## src/rtl/univ_shift_reg_n_if.sv

```systemverilog
// rtl/univ_shift_reg_n_if.sv - control/data bundle for the universal shift register
interface univ_shift_reg_n_if #(
    parameter int WIDTH = 8,
    parameter int CNT_W = 4
);
    logic             en;
    logic [2:0]       mode;
    logic             dr;
    logic             dl;
    logic [WIDTH-1:0] din;
    logic             start;
    logic [CNT_W-1:0] shamt;
    logic [WIDTH-1:0] q;
    logic             so_r;
    logic             so_l;
    logic             busy;
    logic             done;

    modport master (
        output en, mode, dr, dl, din, start, shamt,
        input  q, so_r, so_l, busy, done
    );

    modport slave (
        input  en, mode, dr, dl, din, start, shamt,
        output q, so_r, so_l, busy, done
    );
endinterface

```

## src/rtl/univ_shift_reg_n.sv

```systemverilog
// rtl/univ_shift_reg_n.sv - universal shift register with multi-step burst engine
module univ_shift_reg_n #(
    parameter int               WIDTH     = 8,
    parameter int               CNT_W     = 4,
    parameter logic [WIDTH-1:0] RESET_VAL = '0
) (
    input  logic                clk,
    input  logic                clr,
    univ_shift_reg_n_if.slave   bus
);
    typedef enum logic {IDLE, BURST} state_t;

    localparam logic [2:0] M_HOLD = 3'b000;
    localparam logic [2:0] M_SHR  = 3'b001;
    localparam logic [2:0] M_SHL  = 3'b010;
    localparam logic [2:0] M_LOAD = 3'b011;
    localparam logic [2:0] M_ROR  = 3'b100;
    localparam logic [2:0] M_ROL  = 3'b101;
    localparam logic [2:0] M_ASR  = 3'b110;

    state_t           state, state_n;
    logic [WIDTH-1:0] q_r, q_n;
    logic [2:0]       mode_r, mode_n;
    logic [CNT_W-1:0] cnt, cnt_n;
    logic             busy_r, busy_n;
    logic             done_r, done_n;

    // One position of the selected operation; reserved 111 falls through to hold
    function automatic logic [WIDTH-1:0] step(
        input logic [2:0]       m,
        input logic [WIDTH-1:0] v,
        input logic             sr,
        input logic             sl,
        input logic [WIDTH-1:0] d
    );
        case (m)
            M_SHR:   step = {sr, v[WIDTH-1:1]};
            M_SHL:   step = {v[WIDTH-2:0], sl};
            M_LOAD:  step = d;
            M_ROR:   step = {v[0], v[WIDTH-1:1]};
            M_ROL:   step = {v[WIDTH-2:0], v[WIDTH-1]};
            M_ASR:   step = {v[WIDTH-1], v[WIDTH-1:1]};
            default: step = v;
        endcase
    endfunction

    // State and datapath registers; clr wins over everything, including a running burst
    always_ff @(posedge clk) begin
        if (clr) begin
            state  <= IDLE;
            q_r    <= RESET_VAL;
            mode_r <= M_HOLD;
            cnt    <= '0;
            busy_r <= 1'b0;
            done_r <= 1'b0;
        end else begin
            state  <= state_n;
            q_r    <= q_n;
            mode_r <= mode_n;
            cnt    <= cnt_n;
            busy_r <= busy_n;
            done_r <= done_n;
        end
    end

    // Next-state logic: single steps and burst acceptance in IDLE, counted steps in BURST
    always_comb begin
        state_n = state;
        q_n     = q_r;
        mode_n  = mode_r;
        cnt_n   = cnt;
        busy_n  = busy_r;
        done_n  = 1'b0;
        case (state)
            IDLE: begin
                if (bus.start) begin
                    if (bus.shamt == '0) begin
                        done_n = 1'b1;
                    end else if (bus.mode == M_HOLD || bus.mode == M_LOAD || bus.mode == 3'b111) begin
                        // Non-shifting ops gain nothing from repetition: do it once
                        q_n    = step(bus.mode, q_r, bus.dr, bus.dl, bus.din);
                        done_n = 1'b1;
                    end else begin
                        mode_n  = bus.mode;
                        cnt_n   = bus.shamt;
                        busy_n  = 1'b1;
                        state_n = BURST;
                    end
                end else if (bus.en) begin
                    q_n = step(bus.mode, q_r, bus.dr, bus.dl, bus.din);
                end
            end
            BURST: begin
                // Serial inputs are sampled live on every burst edge
                q_n   = step(mode_r, q_r, bus.dr, bus.dl, bus.din);
                cnt_n = cnt - CNT_W'(1);
                if (cnt == CNT_W'(1)) begin
                    state_n = IDLE;
                    busy_n  = 1'b0;
                    done_n  = 1'b1;
                end
            end
            default: state_n = IDLE;
        endcase
    end

    assign bus.q    = q_r;
    assign bus.so_r = q_r[0];
    assign bus.so_l = q_r[WIDTH-1];
    assign bus.busy = busy_r;
    assign bus.done = done_r;
endmodule
```

## src/flat_wrapper.sv

```systemverilog
// flat-port wrapper written by rule: the top's interface ports become plain ports
module univ_shift_reg_n_flat 
#(
    parameter int               WIDTH     = 8,
    parameter int               CNT_W     = 4,
    parameter logic [WIDTH-1:0] RESET_VAL = '0
)
  (clk, clr, bus_en, bus_mode, bus_dr, bus_dl, bus_din, bus_start, bus_shamt, bus_q, bus_so_r, bus_so_l, bus_busy, bus_done);
  univ_shift_reg_n_if #(.WIDTH(WIDTH), .CNT_W(CNT_W)) bus_i ();
  input  logic clk;
  input  logic clr;
  input wire logic [$bits(bus_i.en)-1:0] bus_en;
  input wire logic [$bits(bus_i.mode)-1:0] bus_mode;
  input wire logic [$bits(bus_i.dr)-1:0] bus_dr;
  input wire logic [$bits(bus_i.dl)-1:0] bus_dl;
  input wire logic [$bits(bus_i.din)-1:0] bus_din;
  input wire logic [$bits(bus_i.start)-1:0] bus_start;
  input wire logic [$bits(bus_i.shamt)-1:0] bus_shamt;
  output wire logic [$bits(bus_i.q)-1:0] bus_q;
  output wire logic [$bits(bus_i.so_r)-1:0] bus_so_r;
  output wire logic [$bits(bus_i.so_l)-1:0] bus_so_l;
  output wire logic [$bits(bus_i.busy)-1:0] bus_busy;
  output wire logic [$bits(bus_i.done)-1:0] bus_done;
  assign bus_i.en = bus_en;
  assign bus_i.mode = bus_mode;
  assign bus_i.dr = bus_dr;
  assign bus_i.dl = bus_dl;
  assign bus_i.din = bus_din;
  assign bus_i.start = bus_start;
  assign bus_i.shamt = bus_shamt;
  assign bus_q = bus_i.q;
  assign bus_so_r = bus_i.so_r;
  assign bus_so_l = bus_i.so_l;
  assign bus_busy = bus_i.busy;
  assign bus_done = bus_i.done;
  univ_shift_reg_n #(.WIDTH(WIDTH), .CNT_W(CNT_W), .RESET_VAL(RESET_VAL)) u_core (.clk(clk), .clr(clr), .bus(bus_i));
endmodule
```

## config.mk

```make
export PLATFORM = sky130hd
export DESIGN_NAME = univ_shift_reg_n_flat
export DESIGN_NICKNAME = d
export VERILOG_FILES = /design/src/rtl/univ_shift_reg_n_if.sv /design/src/rtl/univ_shift_reg_n.sv /design/src/flat_wrapper.sv
export SDC_FILE = /design/constraint.sdc
export NUM_CORES = 1
export LEC_CHECK = 0
export CELL_PAD_IN_SITES_DETAIL_PLACEMENT = 1
export CELL_PAD_IN_SITES_GLOBAL_PLACEMENT = 2
export CORE_MARGIN = 4
export CORE_UTILIZATION = 29
export CTS_CLUSTER_SIZE = 20
export DETAILED_ROUTE_END_ITERATION = 10
export GPL_TIMING_DRIVEN = 0
export HOLD_SLACK_MARGIN = 0.06
export PLACE_DENSITY = 0.9
export SYNTH_ARGS = -nofsm -noshare
export SYNTH_HDL_FRONTEND = slang
export SYNTH_SLANG_ARGS = --single-unit
```

## constraint.sdc

```tcl
create_clock -name clk -period 2.1 [get_ports clk]
set_input_delay 0.63 -clock clk [delete_from_list [all_inputs] [get_ports clk]]
set_output_delay 0.63 -clock clk [all_outputs]
set_load 0.1 [all_outputs]
```

==> metrics, run 1 <==
H-Tree Depth 1; Multi-input gate area 1110 sq um; commonest non-fill, non-tap cell in the layout a21oi_1; Hold WC Path Type flip-flop to flip-flop; Avg WL per Cell 17.7 microns; Rel. slew slack 35.9%; root buf cell clkbuf_8; PD cells 608 nW/um^2; syn nets 225; area leader, netlist dfxtp_1; CTS tree built; worst hold path stage count 2; PortBufs 31; Sequential cell area 362 sq um; Fmax 0.485 GHz; CP Capture Type primary output; worst-path fanout max 2; most frequent cells in the layout 20 x a21oi_1, 17 x dfxtp_1, 15 x nand2_1; Post-synth EDFFs 0; final net count 265; RSZ-0062 raised after global routing false; FFs w/ async S/R, synth 0%; Netlist cell types 56; worst slew pin tran 0.965 ns; FP Rows 26; Synth top area share 22.6%; drc violations 0; dpl ws -0.583 ns; ANT nets after route 0; post-DP HPWL 4190 microns; CP max stage delay 0.85 ns; largest net degree at the start of global routing 11; Crit path required time 1.47 ns; final hold vios 0; nature of the critical path startpoint flip-flop; Leak 0.000783 uW; die width 82.2 microns; via count 1802; Arrival @ worst endpoint 1.43 ns; # IOs 33; Initial Util 30.6%; FF+latch count, synth 18; fillcell total 657; 1st-iter DRT viols 139; Syn Inst Count 202; Clock Path Buffers 2; WL final 5520 microns; initial antenna violation count 0; number of global-route vias before repair 1745; Placer Congestion 0.865; slowest CP cell dlygate4sd2_1; GRT Overall Usage 17.4%; minimum clock period 2.06 ns; clk_lat worst skew 0.26 ns; TritonCTS Sinks 18; WS Path Type flip-flop to primary output; Worst-path clk slew 0.07 ns; CP top delay family buffers and inverters; Max-Cap Viols 0; die area 6750 sq um; post-cts hold buffer count 0; core area 5200 sq um; Main synth FF type dfxtp_1; worst-path cell chain dlygate4sd2_1; Crit path depth 1; Clock Skew 0.00118 ns; final design utilization 39.8%; P&R area growth vs syn 29.9%; setup violators final 0; first-pass GRT wire length 9030 microns; Synth area leaders dfxtp_1 23%, a21oi_1 6.3%, nand2_1 3.5%, nand3b_1 3.3%, a221oi_1 3.3%; syn_area_per_cell 7.90 sq um; R2R setup slack 0.18 ns; yosys warns 0; status finished, final reports clean; IR drop worst, VDD 0.196 mV; GR Overflow Total 0; DRT Pass-1 Iters 5; Num CTS Buffers 3; sequential share of the synthesized area 22.6%; worst r2r path cells 5; n_diodes 0; share of layout cells above drive strength 1 17.8%; Die Height 82.2 microns; Final Max Tran Viols 0; crit path buf inv count 1; setup ws final 0.0371 ns; vias per inst 5.79; final period utilization 98.2%; Post-Syn Area 1600 sq um
==> metal layers <==
metal | track usage (%) | share of wire, % | vias to the layer above | wire [microns]
met4 | 5.15 | 1.7 | 0 | 96
met2 | 26.3 | 44 | 58 | 2430
met5 | 0 | 0 | - | 0
li1 | - | - | 860 | -
met1 | 25.5 | 47 | 876 | 2600
met3 | 2.28 | 7.2 | 8 | 395
==> metrics by stage <==
step	cell area (sq um)	TNS, ns	hold slack (ns)	power, uW	std cells
after floorplan	1600	0	0.483	800	202
after global placement	1990	-8.79	0.483	958	303
after detailed placement	1990	-8.98	0.485	966	303
after CTS	2070	0	0.507	1270	310
after global routing	2070	0	0.576	1340	311
final	2070	0	0.499	1260	311
==> logic make-up (layout without fill, tap and decap cells) <==
logic type / after synthesis / after routing / share of synthesized area (%)
fa+ha+maj: 2 / 2 / 1.57
compound gates: 81 / 81 / 38.9
mux: 4 / 4 / 2.51
flops: 18 / 18 / 22.6
simple gates: 67 / 67 / 25.0
xor+xnor: 2 / 2 / 1.10
buf+inv: 28 / 67 / 8.31
==> area by class of cell <==
class | count | share of cell area (%)
multi-input combinational | 156 | 53.4
sequential | 18 | 17.5
timing repair buffer | 35 | 15.4
buffer | 18 | 5.07
tap | 70 | 4.23
clock buffer | 4 | 2.66
inverter | 10 | 1.81
==> worst paths after layout <==
path | to | start
setup / recovery | bus_q[6] | u_core.bus.q[6]
hold reg to reg | u_core.bus.busy | u_core.bus.busy
setup reg to reg | u_core.bus.q[4] | u_core.state
hold / removal | u_core.bus.busy | u_core.bus.busy
==> synth_stat cells, types with 2 or more instances <==
library cell / instances
a221o_1: 2
nand2_1: 15
nand2b_1: 5
a21o_1: 2
a2bb2oi_1: 2
ha_1: 2
o22ai_1: 4
buf_4: 4
o21ai_0: 4
xnor2_1: 2
a221oi_1: 6
nor2b_1: 5
a22oi_1: 5
o41ai_2: 3
or3_1: 4
clkbuf_1: 5
buf_1: 4
mux2i_1: 4
inv_1: 9
o41ai_1: 2
nand3b_1: 7
nor3_1: 3
and2_1: 2
nor2_1: 11
and3_1: 2
a211oi_1: 3
a32oi_1: 4
a311o_1: 2
nand3_1: 2
buf_2: 4
a31oi_1: 8
a21oi_1: 20
o211ai_1: 5
dfxtp_1: 18
==> state kept, by name, summed over array words and instances (netlist names) <==
name / flops
u_core.bus.q: 8
u_core.cnt: 4
u_core.mode_r: 3
u_core.bus.busy: 1
u_core.bus.done: 1
u_core.state: 1
==> repair_timing <==
| action | in CTS | in global routing |
|---|---|---|
| setup endpoints to repair | 26 | 21 |
| endpoints found under the hold margin | 0 | 0 |
| resized for setup | 37 | 14 |
| setup buffers | 3 | 1 |
| pin swaps | 3 | 1 |
==> report_power, final <==
part / switching, uW / internal (uW)
Clock: 130 / 167
Sequential: 35.3 / 371
Combinational: 362 / 195
Total: 528 / 733
==> worst register-to-register path, stage by stage, from the launching register on <==
cell and delay (ns):
dfxtp_1 0.41, buf_1 0.51, clkbuf_2 0.37, a21oi_1 0.07, a221o_1 0.37, a21oi_1 0.12
Power figures use the tool's default switching activity.
==> run 2: changes to the inputs <==
--- a/config.mk
+++ b/config.mk
@@ -5,6 +5,7 @@
 export SDC_FILE = /design/constraint.sdc
 export NUM_CORES = 1
 export LEC_CHECK = 0
+export CAP_MARGIN = 20
 export CELL_PAD_IN_SITES_DETAIL_PLACEMENT = 1
 export CELL_PAD_IN_SITES_GLOBAL_PLACEMENT = 2
 export CORE_MARGIN = 4
@@ -14,6 +15,7 @@
 export GPL_TIMING_DRIVEN = 0
 export HOLD_SLACK_MARGIN = 0.06
 export PLACE_DENSITY = 0.9
+export RECOVER_POWER = 100
 export SYNTH_ARGS = -nofsm -noshare
 export SYNTH_HDL_FRONTEND = slang
 export SYNTH_SLANG_ARGS = --single-unit
==> run 2 against run 1 <==
  * Critical path depth unchanged
  * Cell count unchanged
  * Setup slack about the same
  * Die area unchanged
  * Largest power group unchanged
  * Highest routed layer unchanged
==> metrics, run 2 (synthesized netlist as in run 1, its figures left out) <==
setup ws final 0.0372 ns (was 0.0371 ns); # IOs 33 (unchanged); minimum clock period 2.06 ns (about the same); worst slew pin tran 1.17 ns (was 0.965 ns); Hold WC Path Type flip-flop to flip-flop (unchanged); worst-path cell chain dlygate4sd2_1 (unchanged); root buf cell clkbuf_8 (unchanged); Crit path required time 1.47 ns (about the same); CP Capture Type primary output (unchanged); vias per inst 5.83 (was 5.79); Avg WL per Cell 17.8 microns (was 17.7 microns); aggregate negative setup slack 0 ns (unchanged); P&R area growth vs syn 29.3% (was 29.9%); Num CTS Buffers 3 (unchanged); CP max stage delay 0.85 ns (about the same); Die Height 82.2 microns (unchanged); WL final 5520 microns (about the same); Placed Cells 303 (unchanged); worst-path fanout max 2 (unchanged); GRT Overall Usage 17.4% (unchanged); final period utilization 98.2% (about the same); first-pass GRT wire length 9030 microns (unchanged); dpl ws -0.583 ns (unchanged); 1st-iter DRT viols 141 (was 139); switching share of total power 42.0% (was 41.9%); Fmax 0.485 GHz (about the same); number of flip-flops in the largest register 8 (unchanged); PortBufs 31 (unchanged); Placer Congestion 0.865 (unchanged); clock power share 23.6% (about the same); core area 5200 sq um (unchanged); commonest non-fill, non-tap cell in the layout a21oi_1 (unchanged); Worst-path clk slew 0.07 ns (about the same); IR drop worst, VDD 0.196 mV (about the same); TritonCTS Sinks 18 (unchanged); Final Non-Filler Cells 311 (unchanged); largest net degree at the start of global routing 11 (unchanged); Arrival @ worst endpoint 1.43 ns (about the same); share of layout cells above drive strength 1 17.4% (was 17.8%); status finished, final reports clean (unchanged); Final Max Tran Viols 0 (unchanged); H-Tree Depth 1 (unchanged); PD cells 610 nW/um^2 (was 608 nW/um^2); Seq pwr share 32.3% (was 32.2%); post-cts hold buffer count 0 (unchanged); die area 6750 sq um (unchanged); CP top delay family buffers and inverters (unchanged); final hold vios 0 (unchanged); WS Path Type flip-flop to primary output (unchanged); initial antenna violation count 0 (unchanged); most frequent cells in the layout 20 x a21oi_1, 17 x dfxtp_1, 15 x nand2_1 (unchanged); RSZ-0062 raised after global routing false (unchanged); post-DP HPWL 4190 microns (unchanged); die width 82.2 microns (unchanged); clk_lat worst skew 0.26 ns (about the same); CTS tree built (unchanged); Gate power share 44.1% (was 44.2%); Pint 730 uW (was 733 uW); final net count 265 (unchanged); drc violations 0 (unchanged); number of global-route vias before repair 1745 (unchanged); Total Power 1260 uW (about the same); nature of the critical path startpoint flip-flop (unchanged); Leak 0.000773 uW (was 0.000783 uW); worst hold slack 0.499 ns (about the same); GR Overflow Total 0 (unchanged); Clock Skew 0.00118 ns (about the same); slowest CP cell dlygate4sd2_1 (unchanged); FP Rows 26 (unchanged); Rel. slew slack 22.5% (was 35.9%); Psw 528 uW (about the same); Clock Path Buffers 2 (unchanged); via count 1813 (was 1802); Max-Cap Viols 0 (unchanged); ANT nets after route 0 (unchanged); Initial Util 30.6% (unchanged); DRT Pass-1 Iters 4 (was 5); R2R setup slack 0.18 ns (about the same); setup violators final 0 (unchanged); n_diodes 0 (unchanged); crit path buf inv count 1 (unchanged)
run 2: layout make-up:
class                   instances  area (sq um)
plain buffers                  18           105
clock buffers                   4          55.1
fillers                       658          3140
inverters                      10          37.5
multi-input cells             156          1110
flip-flops and latches         18           362
well taps                      70          87.6
repair buffers                 35           310
run 2: layer usage:
| metal | up-vias | wire, microns | GRT usage, % |
|---|---|---|---|
| met5 | - | 0 | 0 |
| met4 | 0 | 96 | 5.15 |
| met3 | 8 | 354 | 2.28 |
| met2 | 64 | 2420 | 26.3 |
| met1 | 880 | 2650 | 25.5 |
| li1 | 861 | - | - |
run 2: what timing repair did:
item / 4_1_cts / 5_1_grt
gates resized for setup: 37 / 14
cloned: 0 / 0
endpoints found under the setup margin: 26 / 21
pin swaps: 3 / 1
setup buffers: 3 / 1
run 2: worst paths after layout:
| path | start | end | depth (start not counted) |
|---|---|---|---|
| max | u_core.bus.q[6] | bus_q[6] | 1 |
| min | u_core.bus.busy | u_core.bus.busy | 2 |
| max reg2reg | u_core.state | u_core.bus.q[4] | 5 |
| min reg2reg | u_core.bus.busy | u_core.bus.busy | 2 |
run 2: stage by stage:
stage / area [sq um] / util, %
after global placement: 1990 / 38.3
after global routing: 2060 / 39.6
final: 2060 / 39.6
after detailed placement: 1990 / 38.3
after CTS: 2070 / 39.8
after floorplan: 1600 / -
run 2: power by group through the flow:
stage                     logic, uW  clock network [uW]  registers [uW]
after floorplan                 291                   0             509
after global placement          544                   0             414
after detailed placement        552                   0             414
after CTS                       554                 306             406
after global routing            598                 329             414
final                           555                 297             406
